File: config.mk
export PLATFORM = sky130hd
export DESIGN_NAME = switch_conditioner
export DESIGN_NICKNAME = d
export VERILOG_FILES = /design/src/rtl/switch_pkg.sv /design/src/rtl/debounce_bit.sv /design/src/rtl/switch_conditioner.sv
export SDC_FILE = /design/constraint.sdc
export NUM_CORES = 1
export LEC_CHECK = 0
export ABC_AREA = 1
export CELL_PAD_IN_SITES_DETAIL_PLACEMENT = 1
export CELL_PAD_IN_SITES_GLOBAL_PLACEMENT = 1
export CORE_MARGIN = 5
export CORE_UTILIZATION = 45
export CTS_CLUSTER_DIAMETER = 60
export DETAILED_ROUTE_END_ITERATION = 10
export DONT_BUFFER_PORTS = 1
export GPL_TIMING_DRIVEN = 0
export PLACE_DENSITY = 0.77
export SYNTH_ARGS = -nofsm -noshare
export SYNTH_HDL_FRONTEND = slang
export SYNTH_SLANG_ARGS = --single-unit
export TNS_END_PERCENT = 10
File: constraint.sdc
create_clock -name CLOCK -period 2.79 [get_ports CLOCK]
set_clock_uncertainty 0.1 [all_clocks]
set_input_delay 0.279 -clock CLOCK [delete_from_list [all_inputs] [get_ports CLOCK]]
set_output_delay 0.279 -clock CLOCK [all_outputs]
set_load 0.005 [all_outputs]
File: src/rtl/switch_pkg.sv
// Shared constants and types for the DIP switch conditioning path.
// Imported by the per-bit debouncer and the top-level wrapper.
package switch_pkg;

    localparam int unsigned DEFAULT_DEBOUNCE_CYCLES = 1_250_000;
    localparam int unsigned SIM_DEBOUNCE_CYCLES     = 4;
    localparam int unsigned NUM_SWITCHES            = 4;

    // Debounce state is not stored; it is derived from the counter being non-zero.
    typedef enum logic {
        StStable   = 1'b0,
        StCounting = 1'b1
    } deb_state_e;

endpackage

File: src/rtl/debounce_bit.sv
// One switch bit: 2-flop synchroniser, stability counter and debounce FSM
// with registered rise/fall pulses.
module debounce_bit
    import switch_pkg::*;
#(
    parameter int unsigned DEBOUNCE_CYCLES = DEFAULT_DEBOUNCE_CYCLES
) (
    input  logic CLOCK,
    input  logic RESET,
    input  logic RAW,
    output logic CLEAN,
    output logic ROSE,
    output logic FELL
);

    localparam int unsigned      CNT_W    = $clog2(DEBOUNCE_CYCLES);
    localparam logic [CNT_W-1:0] CNT_LAST = CNT_W'(DEBOUNCE_CYCLES - 1);
    localparam logic [CNT_W-1:0] CNT_ONE  = CNT_W'(1);

    logic             sync1_q;
    logic             sync2_q;
    logic [CNT_W-1:0] cnt_q;
    logic [CNT_W-1:0] cnt_d;
    logic             clean_q;
    logic             clean_d;
    logic             rose_q;
    logic             rose_d;
    logic             fell_q;
    logic             fell_d;
    deb_state_e       state;

    // Plain flop chain, nothing between the stages.
    always_ff @(posedge CLOCK) begin
        if (RESET) begin
            sync1_q <= 1'b0;
            sync2_q <= 1'b0;
        end else begin
            sync1_q <= RAW;
            sync2_q <= sync1_q;
        end
    end

    always_ff @(posedge CLOCK) begin
        if (RESET) begin
            cnt_q   <= '0;
            clean_q <= 1'b0;
            rose_q  <= 1'b0;
            fell_q  <= 1'b0;
        end else begin
            cnt_q   <= cnt_d;
            clean_q <= clean_d;
            rose_q  <= rose_d;
            fell_q  <= fell_d;
        end
    end

    always_comb begin
        state   = (cnt_q != '0) ? StCounting : StStable;
        cnt_d   = '0;
        clean_d = clean_q;
        rose_d  = 1'b0;
        fell_d  = 1'b0;
        case (state)
            StStable: begin
                if (sync2_q != clean_q) begin
                    cnt_d = CNT_ONE;
                end
            end
            StCounting: begin
                // Any bounce back to the clean level falls through with cnt_d = 0.
                if (sync2_q != clean_q) begin
                    if (cnt_q == CNT_LAST) begin
                        clean_d = sync2_q;
                        rose_d  = sync2_q;
                        fell_d  = ~sync2_q;
                    end else begin
                        cnt_d = cnt_q + CNT_ONE;
                    end
                end
            end
            default: begin
                cnt_d = '0;
            end
        endcase
    end

    assign CLEAN = clean_q;
    assign ROSE  = rose_q;
    assign FELL  = fell_q;

endmodule

File: src/rtl/switch_conditioner.sv
// Conditions the DIP switch pins for the jackpot logic: WIDTH independent
// synchronise-and-debounce lanes, nothing shared between bits.
module switch_conditioner
    import switch_pkg::*;
#(
    parameter int unsigned WIDTH           = NUM_SWITCHES,
    parameter int unsigned DEBOUNCE_CYCLES = DEFAULT_DEBOUNCE_CYCLES
) (
    input  logic             CLOCK,
    input  logic             RESET,
    input  logic [WIDTH-1:0] SWITCHES_RAW,
    output logic [WIDTH-1:0] SWITCHES_CLEAN,
    output logic [WIDTH-1:0] SWITCHES_ROSE,
    output logic [WIDTH-1:0] SWITCHES_FELL
);

    for (genvar i = 0; i < WIDTH; i++) begin : g_bit
        debounce_bit #(
            .DEBOUNCE_CYCLES(DEBOUNCE_CYCLES)
        ) u_debounce_bit (
            .CLOCK(CLOCK),
            .RESET(RESET),
            .RAW  (SWITCHES_RAW[i]),
            .CLEAN(SWITCHES_CLEAN[i]),
            .ROSE (SWITCHES_ROSE[i]),
            .FELL (SWITCHES_FELL[i])
        );
    end

endmodule
==> After elaboration in Yosys (flattened, before gate mapping) <==
Index checks and enable logic that the tools add are counted.
{ "totals": {"regBits": 104, "input_bits": 6, "out_inout_bits": 12, "elab_cells": 84} }
{ "op_classes": {"add_sub_neg": 4, "n_eq_ne": 8, "mux": 20, "bitwise_logic": 16, "n_reduce_logical": 12} }
{ "op_table": {"columns": ["op", "count"], "rows": [
  ["21-bit 2-to-1 mux", 8],
  ["21-bit case mux with 2 select lines", 4],
  ["21-bit by 1-bit adder with 21-bit output (second input constant)", 4],
  ["21-bit == test (second input constant)", 4],
  ["21-bit nonzero test", 4],
  ["1-bit inverter", 16],
  ["4-bit OR reduction", 4],
  ["3-bit AND reduction", 4],
  ["1-bit 2-to-1 mux", 8],
  ["1-bit inequality test", 4]
]} }

==> Logic depth before layout (Yosys ltp) <==
{ "logic_depth": {"ltp_word": 4, "ltp_mapped": 11, "mapped_depth_nobuf": 11} }

==> Hierarchy <==
From an unflattened synthesis, not the netlist that was laid out.
{ "hier_totals": {"cells_unflattened": 832, "area_unflattened_um2": 5925.7} }
{ "by_module_without_submodules": {"columns": ["mod", "n_inst", "cells_per_inst", "area_per_inst_um2", "seq_area_each_um2"], "rows": [
  ["debounce_bit", 4, 208, 1481.4, 520.5]
]} }

==> Least setup slack after synthesis <==
OpenSTA, ideal clock, no wires.
{ "synth_path": {"kind": "register to register", "start": "register g_bit[0].u_debounce_bit.cnt_q[0]", "end": "register g_bit[0].u_debounce_bit.cnt_q[11]", "setup_time_ns": 0.115, "arrival_ns": 1.348, "t_required_ns": 2.575, "setup_slack_ns": 1.227, "path_stages_with_launch": 8, "n_path_buf": 1, "period_less_slack_ns": 1.563, "cell_sequence": "dfxtp_1 > ha_1 > nand3_2 > nor2_1 > nand3_2 > nand3_2 > buf_6 > nor2_1"} }
{ "synth_via": {"elab_chain_cells": 4, "elab_cells_between_ends": 8, "classes_between": "add/sub: 1; eq/ne: 1; mux: 4; bitwise: 1; reduce/logical: 1"} }
{ "synth_lines": {"columns": ["element", "line", "rtl"], "rows": [
  ["start: declaration", "debounce_bit.sv:22", "logic [CNT_W-1:0] cnt_q;"],
  ["start signal: assignment", "debounce_bit.sv:50", "cnt_q <= cnt_d;"],
  ["21-bit by 1-bit adder with 21-bit output, or another cell as far along", "debounce_bit.sv:77", "cnt_d = cnt_q + CNT_ONE;"],
  ["21-bit 2-to-1 mux or 1-bit 2-to-1 mux (tied branches)", "debounce_bit.sv:72, debounce_bit.sv:58", null],
  ["21-bit 2-to-1 mux or 1-bit inverter (tied branches)", null, null],
  ["21-bit case mux with 2 select lines (*)", "debounce_bit.sv:63", "case (state)"]
]} }
Mark *: on every way between the ends. The rest lies on a longest branch, timed or not.
A chain may end at the register's enable or synchronous reset.

==> Worst setup path after layout <==
{ "layout_path": {"start": "register g_bit[2].u_debounce_bit.cnt_q[0]", "end": "register g_bit[2].u_debounce_bit.cnt_q[12]"} }
{ "layout_via": {"elab_chain_cells": 4, "elab_cells_between_ends": 8, "classes_between": "add/sub: 1; eq/ne: 1; mux: 4; bitwise: 1; reduce/logical: 1"} }
{ "layout_lines": {"columns": ["element", "line"], "rows": [
  ["start: declaration", "debounce_bit.sv:22"],
  ["start signal: assignment", "debounce_bit.sv:50"],
  ["21-bit by 1-bit adder with 21-bit output, or another cell as far along", "debounce_bit.sv:77"],
  ["21-bit 2-to-1 mux or 1-bit 2-to-1 mux (tied branches)", "debounce_bit.sv:72, debounce_bit.sv:58"],
  ["21-bit 2-to-1 mux or 1-bit inverter (tied branches)", null],
  ["21-bit case mux with 2 select lines (*)", "debounce_bit.sv:63"]
]} }
Marks and branches as above.

==> results.txt <==
The number of post-CTS setup repair buffers is 0. The total via count in the routed design is 4958. The area share of xor/xnor cells in the synthesized design came out at 0.0788. The path with the worst hold slack has its endpoint at g_bit[0].u_debounce_bit.cnt_q[0]. The layout-stage area growth over the synthesis result came out at 10.5%.

Clock-pin slew was measured on the worst setup and hold paths at 0.07 ns. Broken down by cell family, the worst path's largest delay share belongs to simple AND/OR/NAND/NOR gates. The synthesized-area fraction occupied by ao, oa, aoi and oai cells came to 0.0317.

The cell area after technology mapping is 5560 um2. The number of buffers and inverters on the critical path is 1. The final net count is 860.

In this run, distinct cell masters in the synthesized netlist total 28. The dominant combinational cell family by area after synthesis is simple AND/OR/NAND/NOR gates. The number of iterations in the first detailed-routing pass is 4. The number of cells on the worst reg-to-reg path is 7. In this run the mean area of a mapped cell was 6.69 um2. The total routed wirelength is 14100 um. From bottom edge to top edge, the die measures 121 um.

The proportion of layout cells with a drive suffix above 1 came out at 0.0811. The startpoint of the tightest hold check path is RESET. The endpoint of the worst register-to-register path is g_bit[2].u_debounce_bit.cnt_q[12]. The die area came out at 14700 um2.

TritonCTS built the clock tree. The pin slew with the least headroom to its limit is 0.449 ns. From left edge to right edge, the die measures 121 um.

Setup repair after global routing left no endpoint under its margin. The per-cell routed wire length came out at 13.8 um. The H-tree level count came out at 3. The initial antenna violation count came to 0. The all-layer global routing usage came out at 0.204. The adder and majority cell fraction of the synthesized area is 0.0180. The number of buffers added by the clock tree synthesis step came out at 9. Along the worst hold path, the cell count comes to 3.

The class of the most critical setup path is reg -> reg. Leaving out fill and tap cells, the most frequent cell in the layout is sky130_fd_sc_hd__nor2_1. The first-iteration detailed-routing DRC count is 261. In this run, synthesis produced a sequential element count of 104. The remaining global-route overflow is 0. The setup slack of the most critical reg-to-reg path is 0.90 ns. The quantity of gates resized following cts is 0. The area of the core region is 12100 um2. The peak fanout along the critical path came out at 10. The max-slew violation total from the final report came out at 0. At the worst endpoint, the arrival time is 2.03 ns. The maximum vdd drop is 0.370 mV. The run finished with clean final reports. STA classifies the critical path endpoint as a flop. The row count is 40.

The later-pin clock latency in the skew report came out at 0.35 ns. In this run the count of I/O pins placed on the die edge is 18. The number of inserted diodes is 0.

The simple-gate portion of the synthesized area is 0.411. The final cell count without fillers came out at 1019. The part of the Yosys area used for sequential elements is 0.375. After detailed routing, the number of vias per cell comes to 4.87. The count of final hold-check violations came to 0. The warning count from the yosys run came out at 0.

The number of sinks handled by clock tree synthesis came out at 104. The count of input and output buffers came out at 0. The share of the cycle needed by the critical path after routing came out at 0.677. The worst max-slew margin expressed relative to the limit came out at 0.701.

The via count of the first global-routing pass came out at 5151. The cell chosen for the clock root is sky130_fd_sc_hd__clkbuf_16. After technology mapping, the gate count stands at 831. The proportion of synthesized area in mux cells came out at 0.

Max-cap violations in this run came to 0. The tightest min-delay check is of the in -> reg type. The worst stage delay on the critical path came out at 0.44 ns.

On the critical path, the stage with the largest delay is an instance of sky130_fd_sc_hd__dfxtp_1. The number of nets produced by synthesis is 845. The number of placed instances, taps included, is 999. The total setup violations reported at the end of the flow came out at 0.

The remaining number of nets flagged by the antenna check after routing came out at 0. The power per unit of standard cell area is 482 nW/um2. Walking the worst path, the cells encountered are ha_1 -> nand3_2 -> nor2_1 -> nand3_2 -> nand3_4 -> buf_6 -> nor2_1. The largest net degree at the start of global routing is 16. The first-pass GRT wire length came out at 24300 um. After layout, the minimum clock period comes to 1.89 ns.

The endpoint required time on the critical path came out at 2.93 ns. Detailed placement ended at an HPWL of 10800 um. The largest buffer count on any clock path came out at 2.

The setup total negative slack is 0 ns. The top cell types in the final layout, fill and taps aside, are 228 x sky130_fd_sc_hd__nor2_1, 213 x sky130_fd_sc_hd__nand2_1, 104 x sky130_fd_sc_hd__dfxtp_1, 83 x sky130_fd_sc_hd__inv_1, 29 x sky130_fd_sc_hd__nand3_1. For this design, the CTS-stage hold fixing added 4 buffers. The final hold slack came out at 0.0444 ns. In this run the critical register-to-register path is launched from g_bit[2].u_debounce_bit.cnt_q[0]. For this design the static power due to leakage is 0.00213 uW. Derived from the worst setup path, the maximum achievable clock frequency is 529 MHz. STA classifies the critical path startpoint as a flop. After detailed routing, the number of remaining DRC violations is 0. The starting density of the core is 0.461. The final weighted congestion of routability-driven global placement came out at 0.862.
==> synth_stat cells <==
master / count / share of area
sky130_fd_sc_hd__nand2_1: 213 / 0.14
sky130_fd_sc_hd__nand3_4: 3 / 0.0095
sky130_fd_sc_hd__a21boi_0: 2 / 0.0027
sky130_fd_sc_hd__clkbuf_1: 1 / 0.00067
sky130_fd_sc_hd__nor2_2: 16 / 0.018
sky130_fd_sc_hd__nand2_2: 1 / 0.0011
sky130_fd_sc_hd__nor2_4: 2 / 0.0041
sky130_fd_sc_hd__or2_2: 2 / 0.0023
sky130_fd_sc_hd__nand4_1: 6 / 0.0068
sky130_fd_sc_hd__nor2_1: 228 / 0.15
sky130_fd_sc_hd__a21oi_2: 1 / 0.0016
sky130_fd_sc_hd__xor2_1: 24 / 0.038
sky130_fd_sc_hd__inv_1: 83 / 0.056
sky130_fd_sc_hd__nor3_1: 4 / 0.0036
sky130_fd_sc_hd__xnor2_1: 26 / 0.041
sky130_fd_sc_hd__or2_0: 8 / 0.0090
sky130_fd_sc_hd__buf_6: 6 / 0.012
sky130_fd_sc_hd__ha_1: 8 / 0.018
sky130_fd_sc_hd__dfxtp_1: 104 / 0.37
sky130_fd_sc_hd__o21ai_0: 4 / 0.0036
sky130_fd_sc_hd__a21oi_1: 25 / 0.023
sky130_fd_sc_hd__o21bai_1: 1 / 0.0014
sky130_fd_sc_hd__buf_4: 12 / 0.016
sky130_fd_sc_hd__nor4_1: 1 / 0.0011
sky130_fd_sc_hd__inv_2: 1 / 0.00067
sky130_fd_sc_hd__nand3b_1: 9 / 0.012
sky130_fd_sc_hd__nand3_2: 11 / 0.020
sky130_fd_sc_hd__nand3_1: 29 / 0.026
==> metal layers <==
metal  up-vias  GRT usage  routed length [um]
met4         0     0.0469                 154
met5         -          0                   0
met2        34      0.353                6870
met3        12     0.0462                 321
li1       2549          -                   -
met1      2363      0.260                6720
==> sequential cells by signal, summed over array words and instances, names as in the netlist <==
| register | cells |
|---|---|
| g_bit.u_debounce_bit.CLEAN | 4 |
| g_bit.u_debounce_bit.FELL | 4 |
| g_bit.u_debounce_bit.sync1_q | 4 |
| g_bit.u_debounce_bit.cnt_q | 84 |
| g_bit.u_debounce_bit.sync2_q | 4 |
| g_bit.u_debounce_bit.ROSE | 4 |
==> stage by stage <==
stage,total power [uW],utilization,setup WS [ns],instance area (um2)
2_1_floorplan,1550,-,1.23,5560
3_3_place_gp,1560,0.478,0.959,5770
3_5_place_dp,1560,0.478,0.930,5770
4_1_cts,3000,0.509,0.894,6140
5_1_grt,3070,0.509,0.747,6140
6_report,2960,0.509,0.901,6140
==> cells by family after synthesis <==
family	count (synthesis)
AOI/OAI and AO/OA	33
and+or+nand+nor	533
adders and majority gates	8
xor gates and xnor gates	50
buffers and inverters	103
DFF	104
==> worst max-delay path by stage <==
stage,start,endpoint,slack (ns),cells after the start
final,g_bit[2].u_debounce_bit.cnt_q[0],g_bit[2].u_debounce_bit.cnt_q[12],0.90,7
after global routing,g_bit[0].u_debounce_bit.cnt_q[0],g_bit[0].u_debounce_bit.cnt_q[12],0.75,7
after CTS,g_bit[2].u_debounce_bit.cnt_q[0],g_bit[2].u_debounce_bit.cnt_q[16],0.89,7
after detailed placement,g_bit[2].u_debounce_bit.cnt_q[0],g_bit[2].u_debounce_bit.cnt_q[16],0.93,7
after global placement,g_bit[2].u_debounce_bit.cnt_q[0],g_bit[2].u_debounce_bit.cnt_q[12],0.96,7
after floorplan,g_bit[0].u_debounce_bit.cnt_q[0],g_bit[0].u_debounce_bit.cnt_q[11],1.23,7
==> area by class of cell <==
type / instances / area, um2
repair buffers: 4 / 40.0
flip-flops and latches: 104 / 2080
well taps: 168 / 210
clock buffers: 14 / 274
plain buffers: 19 / 161
fillers: 1626 / 5920
multi-input cells: 624 / 3000
inverters: 84 / 315
clock inverters: 2 / 60.1
==> worst min-delay path: stages <==
cell and delay [ns]:
sky130_fd_sc_hd__nor2_1 0.07, sky130_fd_sc_hd__nand2_1 0.07, sky130_fd_sc_hd__a21oi_1 0.04
==> where the power goes <==
| part | internal [uW] | switching, uW | leakage [uW] |
|---|---|---|---|
| clock | 862 | 568 | 0.000163 |
| combinational | 12.5 | 19.3 | 0.00113 |
| sequential | 1490 | 6.69 | 0.000839 |
| total | 2360 | 594 | 0.00213 |
Note: power is estimated with default switching activity, not from simulation.
